### config.mk
export PLATFORM = sky130hd
export DESIGN_NAME = sensor_packet_sequencer
export DESIGN_NICKNAME = d
export VERILOG_FILES = /design/src/rtl/sensor_packet_sequencer.sv
export SDC_FILE = /design/constraint.sdc
export NUM_CORES = 1
export LEC_CHECK = 0
export CAP_MARGIN = 20
export CELL_PAD_IN_SITES_DETAIL_PLACEMENT = 0
export CELL_PAD_IN_SITES_GLOBAL_PLACEMENT = 1
export CORE_ASPECT_RATIO = 1.25
export CORE_UTILIZATION = 41
export CTS_CLUSTER_SIZE = 12
export DETAILED_ROUTE_END_ITERATION = 12
export PLACE_DENSITY = 0.79
export SYNTH_ARGS = -nofsm -noshare
export SYNTH_HDL_FRONTEND = slang
export SYNTH_SLANG_ARGS = --single-unit
### constraint.sdc
create_clock -name clk -period 2.4 [get_ports clk]
set_input_delay 0.24 -clock clk [delete_from_list [all_inputs] [get_ports clk]]
set_output_delay 0.24 -clock clk [all_outputs]
set_load 0.02 [all_outputs]
### src/rtl/sensor_packet_sequencer.sv
// Validates 16-byte sensor packets, holds them in an active/pending double buffer and
// streams the active packet byte-wise. Define SENSOR_SEQ_CHECKSUM_EN to require byte 15 == XOR(bytes 0..14).
module sensor_packet_sequencer #(
  parameter int unsigned STALE_CYCLES = 1_000_000,
  parameter logic [7:0]  HEADER_BYTE  = 8'hAA
) (
  input  logic         clk,
  input  logic         rst_n,
  input  logic         pkt_strobe,
  input  logic [127:0] pkt_data,
  input  logic         rd_start,
  output logic [7:0]   out_data,
  output logic         out_valid,
  input  logic         out_ready,
  output logic         out_last,
  output logic         pkt_err,
  output logic [15:0]  pkt_count,
  output logic [7:0]   drop_count,
  output logic         stale
);

  localparam int unsigned PKT_W   = 128;
  localparam int unsigned IDX_W   = 4;
  localparam int unsigned STALE_W = (STALE_CYCLES < 1) ? 1 : $clog2(STALE_CYCLES + 1);
  localparam logic [STALE_W-1:0] STALE_MAX = STALE_W'(STALE_CYCLES);

  typedef enum logic [1:0] {
    IDLE   = 2'd0,
    READY  = 2'd1,
    STREAM = 2'd2
  } state_t;

  // Byte i of a packet; byte 0 sits in the top bits.
  function automatic logic [7:0] get_byte(input logic [PKT_W-1:0] p, input logic [IDX_W-1:0] i);
    logic [PKT_W-1:0] s;
    s = p >> {4'd15 - i, 3'b000};
    return s[7:0];
  endfunction

`ifdef SENSOR_SEQ_CHECKSUM_EN
  function automatic logic csum_ok(input logic [PKT_W-1:0] p);
    logic [7:0] x;
    x = 8'd0;
    for (int k = 0; k < 15; k++) x = x ^ get_byte(p, IDX_W'(k));
    return x == p[7:0];
  endfunction
`endif

  state_t             state, state_d;
  logic [IDX_W-1:0]   idx, idx_d;
  logic [PKT_W-1:0]   active, active_d;
  logic [PKT_W-1:0]   pending, pending_d;
  logic               pend_full, pend_full_d;
  logic [7:0]         data_d;
  logic               valid_d, last_d, err_d, stale_d;
  logic [15:0]        count_d;
  logic [7:0]         drop_d;
  logic               drop_inc;
  logic [STALE_W-1:0] stale_cnt, stale_cnt_d;

  logic hdr_ok, sum_ok, accept;

  assign hdr_ok = (pkt_data[127:120] == HEADER_BYTE);
`ifdef SENSOR_SEQ_CHECKSUM_EN
  assign sum_ok = csum_ok(pkt_data);
`else
  assign sum_ok = 1'b1;
`endif
  assign accept = pkt_strobe && hdr_ok && sum_ok;

  // Next-state, buffer and output logic
  always_comb begin
    state_d     = state;
    idx_d       = idx;
    active_d    = active;
    pending_d   = pending;
    pend_full_d = pend_full;
    data_d      = 8'd0;
    valid_d     = 1'b0;
    last_d      = 1'b0;
    drop_inc    = 1'b0;

    case (state)
      IDLE: begin
        if (accept) begin
          active_d = pkt_data;
          state_d  = READY;
        end
      end

      READY: begin
        if (rd_start) begin
          state_d = STREAM;
          idx_d   = 4'd0;
          valid_d = 1'b1;
          data_d  = get_byte(active, 4'd0);
          if (accept) begin
            pending_d   = pkt_data;
            pend_full_d = 1'b1;
            drop_inc    = pend_full;
          end
        end else if (accept) begin
          active_d = pkt_data;
          drop_inc = 1'b1;
        end
      end

      STREAM: begin
        valid_d = 1'b1;
        data_d  = out_data;
        last_d  = out_last;
        if (out_ready && idx == 4'd15) begin
          // Final handshake: a same-cycle arrival wins over anything pending.
          valid_d     = 1'b0;
          data_d      = 8'd0;
          last_d      = 1'b0;
          pending_d   = '0;
          pend_full_d = 1'b0;
          if (accept) begin
            active_d = pkt_data;
            drop_inc = pend_full;
            state_d  = READY;
          end else if (pend_full) begin
            active_d = pending;
            state_d  = READY;
          end else begin
            state_d = IDLE;
          end
        end else begin
          if (out_ready) begin
            idx_d  = idx + 4'd1;
            data_d = get_byte(active, idx + 4'd1);
            last_d = (idx == 4'd14);
          end
          if (accept) begin
            pending_d   = pkt_data;
            pend_full_d = 1'b1;
            drop_inc    = pend_full;
          end
        end
      end

      default: state_d = IDLE;
    endcase

    err_d   = pkt_strobe && !accept;
    count_d = pkt_count + 16'(accept);
    drop_d  = (drop_inc && drop_count != 8'hFF) ? drop_count + 8'd1 : drop_count;

    if (accept)                       stale_cnt_d = '0;
    else if (stale_cnt != STALE_MAX)  stale_cnt_d = stale_cnt + STALE_W'(1);
    else                              stale_cnt_d = stale_cnt;
    stale_d = (stale_cnt_d == STALE_MAX);
  end

  always_ff @(posedge clk or negedge rst_n) begin
    if (!rst_n) begin
      state      <= IDLE;
      idx        <= '0;
      active     <= '0;
      pending    <= '0;
      pend_full  <= 1'b0;
      out_data   <= 8'd0;
      out_valid  <= 1'b0;
      out_last   <= 1'b0;
      pkt_err    <= 1'b0;
      pkt_count  <= 16'd0;
      drop_count <= 8'd0;
      stale_cnt  <= STALE_MAX;
      stale      <= 1'b1;
    end else begin
      state      <= state_d;
      idx        <= idx_d;
      active     <= active_d;
      pending    <= pending_d;
      pend_full  <= pend_full_d;
      out_data   <= data_d;
      out_valid  <= valid_d;
      out_last   <= last_d;
      pkt_err    <= err_d;
      pkt_count  <= count_d;
      drop_count <= drop_d;
      stale_cnt  <= stale_cnt_d;
      stale      <= stale_d;
    end
  end

endmodule
### After elaboration in Yosys (flattened, before gate mapping)

Cells that the tools add are included.

* register bits after elaboration: 319
* input bits: 133

* add/sub/neg operators: 5
* equal/unequal tests: 16
* shift-type cells: 1
* mux-type cells: 40
* reductions and logical operators: 12

Operator list (number)
* $mux 128: 8
* $pmux 128 s3: 1
* $pmux 128 s2: 1
* $shr 128x7->8: 1
* $mux 20: 2
* $mux 8: 3
* $add 20x1->20 const B: 1
* $eq 20x20->1 const B: 1
* $ne 20x20->1 const B: 1
* $add 16x1->16: 1
* $pmux 8 s2: 1
* $mux 1: 13
* $mux 4: 3
* $ne 2x2->1 const B: 6
* $add 8x1->8 const B: 1
* $eq 4x4->1 const B: 2
* $eq 8x8->1 const B: 1
* $ne 8x8->1 const B: 1
* $pmux 4 s2: 1
* $reduce_and 4->1: 2
* $mux 2: 3
* $ne 3x3->1 const B: 2
* $pmux 1 s2: 3
* $pmux 2 s3: 1
* 11 further kinds: 14

### Depth between registers and ports, before layout

* depth after elaboration: 6
* mapped depth: 12

### Worst setup path after synthesis

Ideal clock, no wire load.

* path type: flip-flop to flip-flop
* start: register idx[0]
* end: register out_data[0]
* library setup time: 0.131 ns
* arrival: 2.501 ns
* required time: 2.269 ns
* setup slack: -0.232 ns
* cell stages (with the launch flop): 11
* buffers on the path: 4
* cell sequence: dfrtp_1 > buf_2 > buf_2 > inv_1 > ha_1 > clkbuf_1 > clkbuf_1 > mux4_2 > mux2_2 > o21ai_0 > o21ai_0

* longest elaborated chain between the ends: 6

Ends and longest elaborated chain
* start: declaration: RTL line 50 `logic [IDX_W-1:0] idx, idx_d;`
* start signal: assignment: RTL line 173 `idx <= idx_d;`
* $add 4x1->4: RTL line 132 `data_d = get_byte(active, idx + 4'd1);`
* $sub 4x4->4: RTL line 36 `s = p >> {4'd15 - i, 3'b000};`
* $shr 128x7->8: RTL line 36
* $mux 8: RTL line 130 `if (out_ready) begin`
* $mux 8: RTL line 112 `if (out_ready && idx == 4'd15) begin`
* $pmux 8 s2: RTL line 83 `case (state)`
* end signal: assignment: RTL line 177 `out_data <= data_d;`
* end: declaration: RTL line 12 `output logic [7:0] out_data,`

Several ways; a longest one is shown, not always the timed one. The select of a mux whose other input is x is not followed.
A chain may end at the register's enable or synchronous reset.

### Final worst setup path

* start: register state[0]
* end: register pending[62]

* longest elaborated chain between the ends: 3

Ends and longest elaborated chain
* start: declaration: RTL line 49 `state_t state, state_d;`
* start signal: assignment: RTL line 172 `state <= state_d;`
* $eq 2x1->1 or $eq 2x2->1 (tied branches): RTL line 83
* $ne 2x2->1 (no line) or $reduce_bool 2->1 (tied branches)
* $reduce_and 2->1 (no line)
* end signal: assignment: RTL line 175 `pending <= pending_d;`
* end: declaration: RTL line 52 `logic [PKT_W-1:0] pending, pending_d;`

Several ways; a longest one is shown, not always the timed one.

==> flow_summary_export.csv <==
group,metric,value,unit
cts,cts_inserted_buffers,36,
worst_setup_path,slowest_stage,"dfrtp_1",
die,die_y,213,microns
worst_setup_path,worst-endpoint-arrival,2.69,ns
yosys,synthesis.area,14600,sq um
timing,fin_crit,2.28,ns
yosys,synthMuxAreaShare,0.145,
worst_setup_path,worst_ep_required_time,2.81,ns
yosys,netlist.area_leader.share,0.533,
worst_setup_path,cp_max_fo,65,
cells_and_area,layout-drive-gt1-share,0.131,
timing,max_freq,439,MHz
pwr,p_int,13.1,mW
worst_setup_path,path_class,"flip-flop to flip-flop",
global_routing,grtUsageTotal,0.210,
place,portBuffers,168,
yosys,synthTopCellsByArea,"dfrtp_1 53%, mux2i_1 8.8%, a22o_1 7.2%, mux4_2 4.9%, nand2_1 4.4%",
yosys,yosysMostFrequentCell,"dfrtp_1",
worst_setup_path,r2r_end,"pending[62]",
outcome,status,"complete, no violations",
pwr,clkPwrFrac,0.288,
timing,slew-limit-headroom,0.636,
place,globalplace.congestion,0.865,
cells_and_area,fin_nets,1575,
job,drv_cap,0,
place,placed_cells,1860,
yosys,synthSimpleGateAreaFrac,0.0923,
cts,cts_tree,"built",
cells_and_area,antenna_cells,0,
yosys,synth_top_family_by_area,"multiplexers",
worst_setup_path,crit_path_cell_trace,"inv_1 -> ha_1 -> inv_2 -> o21ai_0 -> o21ai_4 -> buf_12 -> a22o_1",
pwr,p_seq_frac,0.378,
global_routing,grt_pass1_vias,10600,
yosys,synth_compound_area_frac,0.144,
global_routing,grt_max_degree,84,
routing,dr_total_vias,10300,
cells_and_area,syn_to_final_growth,25.8,%
yosys,yosysUniqueCellTypes,52,
die,row_count,76,
timing,skew,0.0234,ns
cts,h-tree-depth,2,
yosys,synth.avg_cell_area,11.7,sq um
yosys,synth_top_area_cell,"dfrtp_1",
worst_setup_path,critPathCapture,"pending[62]",
yosys,yosysSeqAreaShare,0.548,
global_routing,grt_overflow_total,0,
timing,finalHoldViolCount,0,
cts,cts_setup_buffers,0,
global_routing,grt_first_pass_wirelength,59200,microns
global_routing,antenna_found_initial,1,
die,initial_utilization,0.419,
die,ios,169,
die,die_x,171,microns
cells_and_area,fin_util,0.527,
cts,clkLatencyLatePin,0.53,ns
pwr,leakage,8.12,nW
worst_setup_path,critPathMaxStageDelay,0.44,ns
pwr,switching_share,0.329,
timing,worst_pin_slew,0.545,ns
cells_and_area,instances_no_fill,1922,
routing,antenna_left,0,
routing,wirelength,36700,microns
timing,slew_violations,0,
routing,drtIter0Drc,818,
yosys,postSynthCellCount,1249,
pwr,p_per_area,1060,nW/um^2
yosys,synth_xor_area_frac,0.0275,
yosys,synth_edf_count,0,
worst_setup_path,rrSetupSlack,0.12,ns
yosys,synth_ff_type,"dfrtp_1",
pwr,peakVddDrop,0.551,mV
cts,clk_pin_slew,0.06,ns
timing,rsz0062_at_grt,"false",
die,coreArea,34800,sq um
worst_setup_path,cp-start-kind,"flip-flop",
yosys,synth-seq-cells,319,
worst_setup_path,worst-r2r-cell-count,7,
cts,clock_sinks,319,
routing,dr.pass1.iters,5,
pwr,pwr-share-comb,0.334,
place,place_hpwl,25600,microns
routing,wl_per_cell,19.1,microns
yosys,async_reset_ff_frac,1.00,
yosys,synth_top_cells_by_count,"311 x dfrtp_1, 170 x nand2_1, 129 x mux2i_1, 120 x a22o_1, 100 x o21ai_1",
die,die_area,36400,sq um
yosys,synth_nets,1393,
cts,clk_path_buf_depth,3,
yosys,synth_warnings,0,
pwr,p_sw,6.41,mW
routing,via_per_inst,5.38,
yosys,synth_fa_ha_area_frac,0.00943,
timing,finalSetupViolCount,0,
worst_setup_path,rr_startpoint,"state[0]",
worst_setup_path,critPathLaunch,"state[0]",
timing,post-route-period-util,0.950,
hold_path,hold_class,"input port to async pin",
cells_and_area,nFillCells,3095,
worst_setup_path,cp-end-kind,"flip-flop",
routing,drc_errors,0,
cts,cts_root_buf,"clkbuf_16",
[metrics by stage]
step / total power [mW] / hold slack [ns] / setup slack (ns) / setup TNS (ns) / area, sq um
floorplan: 11.7 / -0.0556 / 0.000246 / 0 / 14600
global placement: 13.9 / 0.236 / -0.0562 / -1.68 / 17100
detailed placement: 14.0 / 0.231 / -0.121 / -4.01 / 17100
CTS: 19.8 / 0.267 / 0.0399 / 0 / 18300
global route: 20.6 / 0.291 / 0.000435 / 0 / 18400
finish: 19.5 / 0.258 / 0.120 / 0 / 18400
[power groups by stage]
| stage | Sequential, mW | Clock, mW | Combinational [mW] |
|---|---|---|---|
| global placement | 7.42 | 0 | 6.48 |
| global route | 7.50 | 5.95 | 7.20 |
| CTS | 7.36 | 5.76 | 6.63 |
| finish | 7.36 | 5.61 | 6.52 |
| floorplan | 7.13 | 0 | 4.58 |
| detailed placement | 7.43 | 0 | 6.62 |
[cell families after synthesis]
kind of cell | count (synthesis)
multiplexers | 170
adder cells (fa/ha/maj) | 11
XOR/XNOR | 45
buffers and inverters | 99
AO/OA/AOI/OAI | 313
flip-flops | 319
AND/OR/NAND/NOR | 292
[worst min-delay path by stage]
stage | start | end | cells after the start
final | rst_n | stale_cnt[5] | 2
after CTS | rst_n | stale_cnt[5] | 2
after floorplan | rst_n | active[0] | 0
after global placement | rst_n | stale_cnt[5] | 1
after global routing | rst_n | stale_cnt[5] | 2
after detailed placement | rst_n | stale_cnt[5] | 1
[worst max-delay path: cells and delay by family, from the launching register on]
| family | cells | cell delay, ns |
|---|---|---|
| buf+inv | 3 | 0.49 |
| compound gates | 3 | 0.83 |
| flops | 1 | 0.44 |
| fa+ha+maj | 1 | 0.33 |
[timing repair]
item                       4_1_cts  5_1_grt
setup endpoints to repair        0       51
resized for setup                0        2
hold buffers                     1        0
hold endpoints to repair        54        0
[cell usage in the layout (no fill, tap or decap), drive strengths merged, types with 4 or more instances in the layout]
cell type,netlist,routed
dfrtp,311,311
nand2,170,170
clkbuf,32,50
a22oi,8,8
and2,7,7
a21oi,8,8
nand4,12,12
mux4,32,32
dfstp,8,8
a22o,120,120
ha,11,11
nand2b,4,4
and3,15,15
o21a,5,5
buf,58,66
nor2,38,38
clkdlybuf4s50,0,167
mux2i,129,129
or3,6,6
clkinv,0,6
xor2,17,17
mux2,9,9
nand3,20,20
nor4,6,6
o21ai,159,159
o31ai,4,4
xnor2,28,28
nor3,4,4
inv,9,11
[flip-flops by register name, indices dropped and copies added (netlist names), 2 cells and up]
| register | count |
|---|---|
| active | 128 |
| out_data | 8 |
| stale_cnt | 20 |
| drop_count | 8 |
| idx | 4 |
| pending | 128 |
| state | 2 |
| pkt_count | 16 |
[per-layer routing]
| layer | global-route usage | share of wire | routed length, microns | vias to the layer above |
|---|---|---|---|---|
| met5 | 0 | 0.00038 | 14 | - |
| met4 | 0.0693 | 0.027 | 981 | 2 |
| met3 | 0.0324 | 0.045 | 1640 | 62 |
| met2 | 0.347 | 0.49 | 18000 | 234 |
| met1 | 0.282 | 0.44 | 16000 | 5180 |
| li1 | - | - | - | 4861 |
[area by class of cell]
| type | count | area, sq um | share of cell area |
|---|---|---|---|
| clock inverter | 11 | 141 | 0.00770 |
| tap | 468 | 586 | 0.0319 |
| timing repair buffer | 234 | 2400 | 0.131 |
| sequential | 319 | 7990 | 0.436 |
| clock buffer | 50 | 1060 | 0.0580 |
| multi-input combinational | 831 | 6130 | 0.334 |
| inverter | 9 | 33.8 | 0.00184 |
Note: power is estimated with default switching activity, not from simulation.
==> variant (same settings) <==
The 3 states of `state_t` get a one-hot encoding in 3 bits.
--- a/src/rtl/sensor_packet_sequencer.sv
+++ b/src/rtl/sensor_packet_sequencer.sv
@@ -24,10 +24,10 @@
   localparam int unsigned STALE_W = (STALE_CYCLES < 1) ? 1 : $clog2(STALE_CYCLES + 1);
   localparam logic [STALE_W-1:0] STALE_MAX = STALE_W'(STALE_CYCLES);
 
-  typedef enum logic [1:0] {
-    IDLE   = 2'd0,
-    READY  = 2'd1,
-    STREAM = 2'd2
+  typedef enum logic [2:0] {
+    IDLE   = 3'b001,
+    READY  = 3'b010,
+    STREAM = 3'b100
   } state_t;
 
   // Byte i of a packet; byte 0 sits in the top bits.
Behaviour: no difference found for any inputs over 4 cycles, from zero or initial values and one cycle with rst_n low; so few cycles prove little.
==> variant against the unedited design <==
  * Sequential cell count is 1 higher
  * Cell area is 1.1% higher
  * Synthesized area hardly changed
  * Sequential share of layout area is 0.33 points lower
  * Worst hold slack better by 32 ps
  * Worst setup slack better by 27 ps
  * Wire length is 1.8% higher
  * Non-clock buffer count is 17 higher
Power is not compared: it rests on default switching activity, and its combinational part moved more than twofold at a synthesized area within 25%.
==> variant: results (changes against the unedited design) <==
status -> complete, no violations
clock skew -> 11.6 ps (-11.8 ps)
largest net degree at the start of global routing -> 81 (-3.6%)
Mapped Nets -> 1,429 (+2.6%)
met1 Track Usage GR -> 28.0% (-0.27 points)
detailed-route via count -> 10,600 (+2.7%)
drt wl/cell -> 18.9 µm (-0.89%)
CP max FO -> 32 (-51%)
Register-to-Register Setup Slack -> 150 ps (+30 ps)
global-route wire length before repair -> 60,600 µm (+2.5%)
fraction of layout cells with a size suffix above 1 -> 12.4% (-0.73 points)
register area share after synthesis -> 54.9% (+0.13 points)
initial DRC count -> 658 (-20%)
largest cells by area after synthesis -> dfrtp_1 53%, mux2i_1 8.6%, a22o_1 7.3%
Layout Nets -> 1,628 (+3.4%)
worst hold path class -> primary input to flip-flop
met3 usage -> 2.93% (-0.32 points)
clk root buf -> clkbuf_16
Cell Area, Placed -> 17,500 µm² (+2.0%)
CTS Buf Count -> 35 (-2.8%)
post-DP HPWL -> 26,400 µm (+3.4%)
Slew @ Worst Pin -> 674 ps (+128 ps)
Final GP Congestion -> 0.853 (-1.4%)
FF-to-FF End -> pending[100]
synth cell count leaders -> 311 x dfrtp_1, 166 x nor2_1, 142 x a21oi_1, 125 x mux2i_1, 121 x a22o_1
post-synth cell types -> 51 (-1.9%)
Critical Path AT -> 2700 ps (about the same)
Worst-Skew Late Latency -> 520 ps
DP Worst Slack -> 5.41 ps (+127 ps)
-- variant: area by class of cell --
type	instances	area, µm²
fill	3063	16200
sequential	320	8020
multi-input combinational	865	6140
timing repair buffer	251	2680
clock buffer	49	1040
tap	468	586
inverter	15	56.3
clock inverter	7	35.0
-- variant: cells by family (layout without fill, tap and decap cells) --
logic type	Yosys count	after routing	share of synthesized area [%]
multiplexers	159	159	13.7
flip-flops	320	320	54.9
XOR/XNOR	43	43	2.58
adder cells (fa/ha/maj)	7	7	0.599
AO/OA/AOI/OAI	317	317	14.7
AND/OR/NAND/NOR	339	339	10.3
buffers and inverters	104	322	3.23
-- variant: report_power, final --
group / internal, mW / switching, mW
sequential: 5.64 / 0.206
clock: 3.00 / 2.12
combinational: 0.552 / 0.517
-- variant: what timing repair did --
action,CTS,global route
hold buffers,1,0
hold endpoints to repair,69,0
setup buffers,0,0
-- variant: worst max-delay path, stage by stage (launching register included) --
cell     delay [ps]
dfstp_2         420
or3b_1          420
a41oi_4         230
nor2_4           80
buf_4           160
nor2_4          240
buf_4           400
a22o_1          210
-- variant: worst max path at each step --
stage | startpoint | end | slack, ps | cells after the start
6_report | state[0] | pending[100] | 150 | 7
5_1_grt | state[0] | pending[102] | 20 | 7
4_1_cts | state[0] | pending[108] | 120 | 7
3_5_place_dp | pkt_data[122] | pkt_count[14] | 5 | 11
3_3_place_gp | pkt_data[126] | pkt_count[12] | 60 | 11
2_1_floorplan | pkt_data[126] | pkt_count[14] | 30 | 12
-- variant: stage by stage --
stage / power, mW / utilization [%] / cells / hold WS, ps
detailed placement: 7.02 / 50.2 / 1918 / 291
floorplan: 6.38 / - / 1289 / -55.6
global route: 12.5 / 53.3 / 1975 / 296
CTS: 12.2 / 53.3 / 1975 / 269
finish: 12.0 / 53.3 / 1975 / 289
global placement: 7.00 / 50.2 / 1918 / 291
-- variant: per-layer routing --
| metal | vias up | wire (µm) |
|---|---|---|
| met3 | 67 | 1420 |
| li1 | 5040 | - |
| met4 | 2 | 1240 |
| met2 | 206 | 18600 |
| met1 | 5307 | 16000 |
| met5 | - | 14 |
